## src/rtl/la_wb_initiator.sv

```systemverilog
// la_wb_initiator
// ---------------
// Wishbone classic initiator for programming register-block slaves (LA/GPIO
// mux controllers). A requester hands over one read or write on a
// valid/ready request channel. The block runs exactly one single Wishbone
// cycle for it, then returns the outcome on a valid/ready response channel.
// Only one transaction is outstanding at a time. A slave that never acks is
// cut off after TIMEOUT strobe cycles and reported as an error response.
//
// Handshake rule for both channels: a transfer happens on a rising edge where
// valid and ready are both 1. Valid and its payload are held until that
// edge, and ready never depends combinationally on valid.
//
// Ports
//   wb_clk_i, wb_rst_ni       clock, synchronous active-low reset
//   req_valid_i/req_ready_o   request handshake
//   req_we_i, req_adr_i,      request: direction, address,
//   req_dat_i, req_sel_i        write data, byte selects
//   rsp_valid_o/rsp_ready_i   response handshake
//   rsp_dat_o, rsp_err_o      read data (0 for writes/errors), timeout flag
//   wbm_*                     Wishbone classic initiator port
//
// Every output is either a register or a decode of the FSM state combined
// with registers. There is no combinational path from any input to any output.

module la_wb_initiator #(
  parameter int ADR_W   = 32,
  parameter int DAT_W   = 32,
  parameter int TIMEOUT = 255
) (
  input  logic               wb_clk_i,
  input  logic               wb_rst_ni,
  // request channel
  input  logic               req_valid_i,
  output logic               req_ready_o,
  input  logic               req_we_i,
  input  logic [ADR_W-1:0]   req_adr_i,
  input  logic [DAT_W-1:0]   req_dat_i,
  input  logic [DAT_W/8-1:0] req_sel_i,
  // response channel
  output logic               rsp_valid_o,
  input  logic               rsp_ready_i,
  output logic [DAT_W-1:0]   rsp_dat_o,
  output logic               rsp_err_o,
  // Wishbone initiator
  output logic               wbm_cyc_o,
  output logic               wbm_stb_o,
  output logic               wbm_we_o,
  output logic [DAT_W/8-1:0] wbm_sel_o,
  output logic [ADR_W-1:0]   wbm_adr_o,
  output logic [DAT_W-1:0]   wbm_dat_o,
  input  logic [DAT_W-1:0]   wbm_dat_i,
  input  logic               wbm_ack_i
);

  localparam int SEL_W = DAT_W / 8;
  localparam int CNT_W = $clog2(TIMEOUT + 1);
  // Last strobe cycle before the timeout fires. The counter stops here, so it
  // never has to hold more than TIMEOUT and cannot wrap.
  localparam logic [CNT_W-1:0] CNT_LAST = CNT_W'(TIMEOUT - 1);

  typedef enum logic [1:0] {
    ST_IDLE = 2'd0,
    ST_BUS  = 2'd1,
    ST_RESP = 2'd2
  } state_e;

  state_e             state_q;
  logic [CNT_W-1:0]   cnt_q;
  logic [CNT_W-1:0]   cnt_d;
  logic               we_q;
  logic [ADR_W-1:0]   adr_q;
  logic [DAT_W-1:0]   dat_q;
  logic [SEL_W-1:0]   sel_q;
  logic [DAT_W-1:0]   rsp_dat_q;
  logic               rsp_err_q;

  assign cnt_d = cnt_q + 1'b1;

  always_ff @(posedge wb_clk_i) begin
    if (!wb_rst_ni) begin
      state_q   <= ST_IDLE;
      cnt_q     <= '0;
      we_q      <= 1'b0;
      adr_q     <= '0;
      dat_q     <= '0;
      sel_q     <= '0;
      rsp_dat_q <= '0;
      rsp_err_q <= 1'b0;
    end else begin
      case (state_q)
        ST_IDLE: begin
          if (req_valid_i) begin
            we_q    <= req_we_i;
            adr_q   <= req_adr_i;
            dat_q   <= req_dat_i;
            sel_q   <= req_sel_i;
            cnt_q   <= '0;
            state_q <= ST_BUS;
          end
        end
        ST_BUS: begin
          cnt_q <= cnt_d;
          // Ack has priority over the timeout, even on the last strobe cycle.
          if (wbm_ack_i) begin
            rsp_dat_q <= we_q ? '0 : wbm_dat_i;
            rsp_err_q <= 1'b0;
            state_q   <= ST_RESP;
          end else if (cnt_q == CNT_LAST) begin
            rsp_dat_q <= '0;
            rsp_err_q <= 1'b1;
            state_q   <= ST_RESP;
          end
        end
        ST_RESP: begin
          // Late or spurious acks are ignored here. The response stays frozen.
          if (rsp_ready_i) begin
            state_q <= ST_IDLE;
          end
        end
        default: state_q <= ST_IDLE;
      endcase
    end
  end

  // State decodes
  logic in_bus;
  assign in_bus = (state_q == ST_BUS);

  assign req_ready_o = (state_q == ST_IDLE);
  assign rsp_valid_o = (state_q == ST_RESP);
  assign rsp_dat_o   = rsp_dat_q;
  assign rsp_err_o   = rsp_err_q;

  assign wbm_cyc_o   = in_bus;
  assign wbm_stb_o   = in_bus;
  // we/sel are qualified so that the bus never shows a write strobe outside a
  // cycle. adr/dat simply keep their last values.
  assign wbm_we_o    = in_bus & we_q;
  assign wbm_sel_o   = in_bus ? sel_q : '0;
  assign wbm_adr_o   = adr_q;
  assign wbm_dat_o   = dat_q;

endmodule

```

## config.mk

```make
export PLATFORM = sky130hd
export DESIGN_NAME = la_wb_initiator
export DESIGN_NICKNAME = d
export VERILOG_FILES = /design/src/rtl/la_wb_initiator.sv
export SDC_FILE = /design/constraint.sdc
export NUM_CORES = 1
export LEC_CHECK = 0
export CORE_MARGIN = 1
export CORE_UTILIZATION = 29
export CTS_CLUSTER_DIAMETER = 40
export DETAILED_ROUTE_END_ITERATION = 8
export PLACE_DENSITY = 0.72
export SYNTH_ARGS = -nofsm -noshare
export SYNTH_HDL_FRONTEND = slang
export SYNTH_SLANG_ARGS = --single-unit
```

## constraint.sdc

```tcl
create_clock -name wb_clk_i -period 2.7 [get_ports wb_clk_i]
set_input_delay 0.54 -clock wb_clk_i [delete_from_list [all_inputs] [get_ports wb_clk_i]]
set_output_delay 0.54 -clock wb_clk_i [all_outputs]
set_load 0.1 [all_outputs]
```

After elaboration in Yosys (flattened, before gate mapping)
Index checks and enable logic that the tools add are counted.
- output and inout bits: 106
- register bits after elaboration: 112
- bits of input ports: 106
- eq/ne operators: 6
- bitwise operators: 1
- reduce and logical (&&, ||, !) cells: 7
- add/subtract/negate cells: 1
- mux-type cells: 13
- operators with widths (kind ; count):
    32-bit 2-to-1 mux ; 3
    8-bit case mux with 2 select lines ; 1
    8-bit by 1-bit adder with 8-bit output (second input constant) ; 1
    8-bit equality test (second input constant) ; 1
    2-bit 2-to-1 mux ; 4
    8-bit 2-to-1 mux ; 1
    2-bit case mux with 3 select lines ; 1
    2-bit AND reduction ; 3
    4-bit 2-to-1 mux ; 1
    2-bit nonzero test ; 2
    3-bit by 2-bit != test with 1-bit output (second input constant) ; 1
    3-bit AND reduction ; 1
    2-bit by 1-bit equality test with 1-bit output (second input constant) ; 1
    2-bit equality test (second input constant) ; 1
    2-bit zero test ; 1
    1-bit 2-to-1 mux ; 2
    2-bit by 1-bit != test with 1-bit output (second input constant) ; 1
    2-bit != test (second input constant) ; 1
    1-bit AND ; 1

Longest topological paths before layout
Gate-level depths: netlist of the first run.
- word-level depth: 4
- depth in mapped cells: 6
- gate-level depth less buffers: 5

Worst setup path before layout of the first run
OpenSTA, ideal clock, no wires.
- path kind: register to output
- start: reg state_q[1]
- end: out wbm_sel_o[0]
- data required time: 2.160 ns
- data arrival time: 2.033 ns
- slack: 0.127 ns
- cell stages (with the launch flop): 6
- cell sequence: dfxtp_1 > nand2b_1 > buf_6 > inv_1 > buf_2 > and2_1
- word-level cells in the longest chain between the ends: 2
- ends and longest elaborated chain (item ; line ; RTL):
    start: declaration ; 68 ; state_e state_q;
    start signal: assignment ; 82 ; state_q <= ST_IDLE;
    start signal: assignment ; 99 ; state_q <= ST_BUS;
    start signal: assignment ; 108 ; state_q <= ST_RESP;
    2-bit by 1-bit equality test with 1-bit output ; 128 ; assign in_bus = (state_q == ST_BUS);
    named net wbm_cyc_o ; 46 ; output logic wbm_cyc_o,
    4-bit 2-to-1 mux ; 140 ; assign wbm_sel_o = in_bus ? sel_q : '0;
    end: declaration ; 49 ; output logic [DAT_W/8-1:0] wbm_sel_o,
The timed path passes the listed nets, and every way through them passes these cells.

Worst setup path after layout of the first run
- start: reg state_q[1]
- end: out wbm_sel_o[3]
- word-level cells in the longest chain between the ends: 2
- ends and longest elaborated chain (item ; line):
    2-bit by 1-bit equality test with 1-bit output ; 128
    4-bit 2-to-1 mux ; 140
Every way passes these cells.

==> summary.md, run 1 <==
Row generation in the floorplan step produced 44 rows. Setup repair after global routing left no endpoint under its margin. The number of placed instances, taps included, is 880. The tools report the buffer type at the clock tree root as sky130_fd_sc_hd__clkbuf_16.

The number of global-route vias before repair was 4,023. The hold-critical path depth was 2. For the sequential cell area fraction in the yosys report, the log shows 0.5144. The final core utilization came out at 0.4647.

The start point of the worst hold path is sel_q[1]. The flow ran to the end, and the final reports show no timing, DRC or antenna violations. The logs give 1.84 ns for the arrival time reported for the critical path endpoint and 0.2988 for the starting utilization of the core area. The pin slew with the least headroom to its limit is 0.5326 ns. The tightest min-delay check is of the flip-flop to flip-flop type. In this design, the stage delay of the slowest critical-path cell is 0.42 ns. Area share of the largest cell type after synthesis: 0.5144. Walking the worst path, the cells encountered are nand2b_1 > inv_1 > and2_1 > buf_12.

In the routed design, unresolved DRC markers number 0. The logs give 1887 um2 for the area of combinational cells with multiple inputs and 34 for the number of different library cells in the post-synthesis netlist. The run gives 895 as the filler-free cell count of the finished design.

For the final database, setup skew stands at 0.006500 ns. The count of routing violations after the opening detailed-route iteration is 230, and the area of the die is 15,530 um2. The endpoint identified for the worst register-to-register timing path is cnt_q[5]. The number of antenna diodes in the final layout is 0.

The tools report the final-layout fill cell count as 1,418. For the number of antenna violations at the first check in global routing, the log shows 0. Cell with the largest stage delay on the worst path: sky130_fd_sc_hd__dfxtp_1. Final-report hold violation count: 0. In this run the count of I/O pins placed on the die edge is 212. In the final timing run, aggregate negative setup slack is 0 ns. The tree built by TritonCTS fans out to 112 sinks. For the highest clock frequency the design can meet, the log shows 419.5 MHz.

The number of nets in the synthesized netlist is 627. The total area inside the core boundary comes to 14,590 um2. Type of the worst setup path: flip-flop to primary output. The tools report the final max-slew violation count as 0. The combined buffer and inverter count along the critical path was 2; the clock-pin slew of the registers on the worst-case setup and hold paths was 0.07 ns. Synthesized instance count: 519. The worst-case hold path end point was sel_q[1]. The mapped netlist covers 4359 um2.

The pin count of the biggest net entering global routing was 60; the share of the clock period used by the worst path after layout was 0.8829. After detailed routing, the total wire length is 12.88 mm. The synthesized design contains 112 register bits. The height of the die was 124.6 um; the later-pin clock latency in the skew report was 0.35 ns. At the worst endpoint, the required time is 2.16 ns.

X dimension of the die: 124.6 um. The worst-path maximum fanout works out to 14. The tools report the launch point of the worst path as state_q[1]. Startpoint type of the worst setup path: a flip-flop.

The share of final-layout standard cells stronger than drive strength 1 works out to 0.1983. The startpoint identified for the worst register-to-register timing path is state_q[1]. The number of levels in the clock H-tree was 3; the net count reported at finish was 815.

The overall power after layout was 4.573 mW. In the final routed layout, each cell accounts on average for 14.40 um. Summing all flip-flop and latch instances after layout gives 2242 um2.

Sum of net half-perimeters after detailed placement: 8.670 mm. STA classifies the critical path endpoint as a primary output. Broken down by cell family, the worst path's largest delay share belongs to buffers and inverters. After synthesis, the mean cell area works out to 8.399 um2. The leakage power total is 2.650 nW, and the worst reg-to-reg setup slack is 1.01 ns. The post-detailed-route via-to-cell ratio was 4.790. The worst-case clock buffer depth came out at 2. In this run the post-CTS setup repair buffer count came out at 0.

TritonCTS built the clock tree. Setup violations remaining at the end of the flow were counted as 0. The quantity of I/O buffers inserted on ports was 211; the area overhead of the layout relative to synthesis was 55.51%.

The run gives 0 as the count of nets left with antenna violations after detail routing. Counting the buffers created by CTS gives 9. The logs give 0 for the count of warnings emitted by yosys and 0.3192 mV for the maximum vdd drop.

The total power divided by cell area was 674.6 nW/um2. For this run, the detailed router's first-pass iteration total came to 4. The time the final worst path needs with I/O delays and setup came out at 2.384 ns. Ranked by total cell area, the synthesized netlist is headed by sky130_fd_sc_hd__dfxtp_1, sky130_fd_sc_hd__a21oi_1, sky130_fd_sc_hd__nand2_1. The via total after detailed routing is 4,287. The worst reg-to-reg path cell count is 4, and the global-route wire length before repair is 20.76 mm.

The max-capacitance violation count was 0. After global routing the overflow that remains totals 0. At the end of routability-driven placement, the weighted congestion stood at 0.7659.

The run gives 0.6446 as the headroom to the max-slew limit. In this run, post-CTS repair resized a total of 0 instances. The tools report the hold-fix buffer count after cts as 0. Of all cell types, the one taking the most synthesized area is sky130_fd_sc_hd__dfxtp_1. Overall fraction of global-route tracks in use: 0.1644.
==> where the power goes <==
| group | internal [mW] | switching [mW] |
|---|---|---|
| sequential | 1.75 | 0.0604 |
| combinational | 0.369 | 0.952 |
| clock | 0.858 | 0.584 |
==> final cells by class <==
cell class | count | share of cell area
multi-input cells | 356 | 0.2783
inverters | 4 | 0.002399
clock inverters | 3 | 0.009598
repair buffers | 224 | 0.3071
flip-flops and latches | 112 | 0.3307
clock buffers | 12 | 0.03784
well taps | 184 | 0.03396
==> cells by family after synthesis <==
| group | Yosys count | share of synthesized area |
|---|---|---|
| flops | 112 | 0.5144 |
| simple gates | 172 | 0.1673 |
| compound gates | 180 | 0.2503 |
| buf+inv | 51 | 0.05769 |
| mux | 2 | 0.004593 |
| fa+ha+maj | 2 | 0.005740 |
==> worst max-delay path by stage <==
| stage | to | cells past startpoint | slack [ns] |
|---|---|---|---|
| global route | wbm_sel_o[3] | 4 | 0.19 |
| CTS | wbm_sel_o[3] | 4 | 0.28 |
| global placement | cnt_q[5] | 5 | 0.56 |
| finish | wbm_sel_o[3] | 4 | 0.32 |
| detailed placement | cnt_q[5] | 5 | 0.56 |
| floorplan | wbm_sel_o[0] | 5 | 0.13 |
==> routing by layer <==
| layer | routed length [um] | share of wire | GRT usage | vias up |
|---|---|---|---|---|
| met5 | 0 | 0 | 0 | - |
| met1 | 5738 | 0.45 | 0.2103 | 1941 |
| met4 | 451 | 0.035 | 0.08575 | 0 |
| li1 | - | - | - | 2174 |
| met3 | 818 | 0.063 | 0.04253 | 29 |
| met2 | 5875 | 0.46 | 0.2532 | 143 |
==> Yosys cell counts (all sizes together) <==
cell,number
mux2i,2
a211oi,1
ha,2
a22oi,32
o211ai,35
clkinv,1
buf,16
nor3b,1
a311oi,1
nor3,2
or3,1
and3,2
inv,3
o21a,1
o311ai,1
dfxtp,112
nand2b,5
nor4bb,1
nor2,1
nand4,2
o221a,1
and2b,1
a21oi,108
and2,5
or4,1
nand3,6
clkbuf,31
nand2,142
or3b,2
==> stage by stage <==
| stage | area, um2 | worst slack (ns) | hold slack [ns] |
|---|---|---|---|
| final | 6779 | 0.3162 | 0.4490 |
| after CTS | 6779 | 0.2789 | 0.4522 |
| after global routing | 6779 | 0.1914 | 0.4721 |
| after detailed placement | 6457 | 0.5584 | 0.4418 |
| after global placement | 6457 | 0.5622 | 0.4372 |
| after floorplan | 4359 | 0.1270 | 0.4317 |
==> worst register-to-register path: cells and delay by family (launching register included) <==
kind	cells	cell delay, ns
simple gates	2	0.79
flops	1	0.42
compound gates	1	0.13
buf+inv	1	0.29
==> registers in the layout, indices dropped and copies added (netlist names) <==
register,flops
cnt_q,8
we_q,1
rsp_err_o,1
sel_q,4
rsp_dat_o,32
wbm_adr_o,32
state_q,2
wbm_dat_o,32
==> placed cells by master (no fill, tap or decap), types with 2 or more instances in the layout <==
cell,n
sky130_fd_sc_hd__a21oi_1,107
sky130_fd_sc_hd__a22oi_1,32
sky130_fd_sc_hd__and2_1,5
sky130_fd_sc_hd__and3_1,2
sky130_fd_sc_hd__buf_12,11
sky130_fd_sc_hd__buf_4,108
sky130_fd_sc_hd__bufinv_16,2
sky130_fd_sc_hd__clkbuf_16,9
sky130_fd_sc_hd__clkbuf_8,2
sky130_fd_sc_hd__clkdlybuf4s50_1,105
sky130_fd_sc_hd__clkinv_2,2
sky130_fd_sc_hd__dfxtp_1,112
sky130_fd_sc_hd__ha_1,2
sky130_fd_sc_hd__inv_1,2
sky130_fd_sc_hd__mux2i_1,2
sky130_fd_sc_hd__nand2_1,142
sky130_fd_sc_hd__nand2b_1,5
sky130_fd_sc_hd__nand3_1,6
sky130_fd_sc_hd__nand4_1,2
sky130_fd_sc_hd__nor3_1,2
sky130_fd_sc_hd__o211ai_1,35
sky130_fd_sc_hd__or3b_2,2
Power figures use the tool's default switching activity.
==> inputs of run 2 (changes only) <==
Settings changed: GPL_ROUTABILITY_DRIVEN set to 0.
==> results of run 2 <==
Final layout, timing and power as in run 1 (identical DEF).
==> inputs of run 3 (changes only) <==
Settings changed: GPL_TIMING_DRIVEN set to 0, PLACE_DENSITY 0.72 to 0.58.
==> run 3 against run 2 <==
Effect of this change:
- clock power is 10% lower
- first-iteration DRC count decreased by 30%
- final cell count is 3.9% higher
- fmax fell by 6.3%
- routed wire length increased by 7.9%
- worst setup slack worse by 0.16 ns
==> summary.md, run 3 (synthesis results as in run 1) <==
The run finished with clean final reports. The tools report the startpoint type of the worst setup path as a flip-flop. The leakage power total came out at 2.479 nW. The pin slew with the least headroom to its limit was 1.012 ns; the x dimension of the die was 124.6 um.

For the antenna cell count, the log shows 0. The floorplan step defined a die boundary enclosing 15,530 um2. Port buffering added 211 buffers. In this run the power density over the cells is 639.9 nW/um2.

In this run, CTS created clock tree buffers numbering 9. Entering global routing, the biggest net connects 17 pins. The final max-slew violation count was 0. The tools report the worst-case clock buffer depth as 2. The time the final worst path needs with I/O delays and setup is 2.543 ns, and the data required time of the critical path is 2.16 ns. The share of final-layout standard cells stronger than drive strength 1 is 0.05764, and the clock net sink count is 112. The pre-antenna-repair detailed-routing pass consisted of 4 iterations.

The net count reported at finish is 849. The initialized floorplan defines 44 standard-cell rows. The final-report hold violation count is 0, and the arrival time reported for the critical path endpoint is 2.00 ns. Setup repair after global routing left no endpoint under its margin.

VDD sags by at most 0.2858 mV. Counting tap cells, the placed design contains a total of 914 instances. In the routed design, unresolved DRC markers number 0.

The logs give 0.4772 for the final core utilization and 0 for the number of antenna violations at the first check in global routing. Kind of path behind the tightest hold check: flip-flop to flip-flop. The area growth from synthesis to layout is 59.70%. The final wirelength was 13.90 mm; the biggest cell delay along the critical path was 1.16 ns.

The post-detailed-route via-to-cell ratio works out to 4.822. The filler-free cell count of the finished design was 930; the number of buffers added for setup after CTS was 0. Across the run, the number of max-cap violations was 0. The sequential cell area is 2242 um2, and the overall power after layout is 4.455 mW. TritonCTS built the clock tree. The first global-routing pass estimated 22.16 mm of wire. The core footprint was 14,590 um2.

For the worst-skew pair, the clock arrives at the later sink with an insertion delay of 0.34 ns. The run gives 3 as the number of levels in the clock H-tree. In the post-route analysis, the smallest setup slack over all paths is 0.1570 ns.

The via total after detailed routing was 4,484; the number of ports placed on the die boundary was 212. The run gives 0.2988 as the starting utilization of the core area. The headroom to the max-slew limit is 0.3233. Most common cell after layout, fill and taps aside: sky130_fd_sc_hd__clkdlybuf4s50_1. The multi-input combinational cells in the finished layout cover a total of 1866 um2. Walking the worst path, the cells encountered are nor2_1 > clkdlybuf4s50_1. For the count of nets left with antenna violations after detail routing, the log shows 0.

Share of the clock period used by the worst path after layout: 0.9419. The kind of capture point of the worst setup path is a primary output. Static timing analysis puts the maximum clock frequency at 393.2 MHz.

Detailed placement finished with a half-perimeter wire length of 10.18 mm. The floorplan step set the die height to 124.6 um. The worst-path maximum fanout was 7. Fill cells in the final layout number 1,411. Setup violation total in the final timing report: 0. The critical path is of the flip-flop to primary output type. The top cell types in the final layout, fill and taps aside, are sky130_fd_sc_hd__clkdlybuf4s50_1, sky130_fd_sc_hd__nand2_1, sky130_fd_sc_hd__dfxtp_1, sky130_fd_sc_hd__a21oi_1, sky130_fd_sc_hd__o211ai_1. The worst setup slack before clock tree synthesis is -0.1929 ns, and the wire length per cell after detailed routing is 14.95 um. The number of global-route vias before repair was 4,492; the total overflow reported by the global router was 0. The cell with the largest stage delay on the worst path was sky130_fd_sc_hd__clkdlybuf4s50_1. The clock-pin slew of the registers on the worst-case setup and hold paths was 0.07 ns; the setup clock skew after layout was 0.004470 ns. The tightest hold path in the finished design has a slack of 0.4535 ns. The first routing iteration left 160 violations.

The tools report the buffer type at the clock tree root as sky130_fd_sc_hd__clkbuf_16. For the overall fraction of global-route tracks in use, the log shows 0.1771.
==> run 3: area by class of cell <==
class | count | area share
sequential | 112 | 0.3221
timing repair buffer | 211 | 0.2996
multi-input combinational | 356 | 0.2680
clock buffer | 14 | 0.03936
buffer | 47 | 0.03397
tap | 184 | 0.03307
inverter | 4 | 0.002157
clock inverter | 2 | 0.001797
==> run 3: path summary, 6_finish.rpt <==
kind,start,endpoint,slack (ns),cells past startpoint
worst max-delay path,state_q[1],req_ready_o,0.16,2
worst min-delay path,wbm_dat_o[20],wbm_dat_o[20],0.45,2
worst max register to register,cnt_q[0],rsp_dat_o[16],0.92,6
worst min register to register,wbm_dat_o[20],wbm_dat_o[20],0.45,2
==> run 3: critical path, delay by kind of cell, from the launching register on <==
kind,cells,cell delay (ns)
buf+inv,1,1.16
simple gates,1,0.12
flops,1,0.37
==> run 3: power by group <==
part | leakage, nW | total, mW | internal, mW | switching (mW)
sequential | 0.916 | 1.81 | 1.75 | 0.0613
combinational | 1.42 | 1.36 | 0.394 | 0.962
clock | 0.139 | 1.29 | 0.702 | 0.586
total | 2.48 | 4.45 | 2.85 | 1.61
==> run 3: stage by stage <==
| step | setup TNS, ns | cell area [um2] |
|---|---|---|
| 6_report | 0 | 6962 |
| 5_1_grt | 0 | 6962 |
| 4_1_cts | 0 | 6997 |
| 3_5_place_dp | -1.070 | 6701 |
| 3_3_place_gp | -1.102 | 6701 |
| 2_1_floorplan | 0 | 4359 |
==> run 3: per-layer routing <==
metal | track usage | part of all wire | wire length (um)
met2 | 0.3019 | 0.48 | 6688
met3 | 0.04467 | 0.073 | 1021
met1 | 0.2137 | 0.43 | 5993
met5 | 0 | 0 | 0
met4 | 0.06520 | 0.014 | 197
==> run 3: what timing repair did <==
action	4_1_cts	5_1_grt
hold buffers	0	0
cloned	0	0
setup endpoints to repair	7	7
resized for setup	21	13
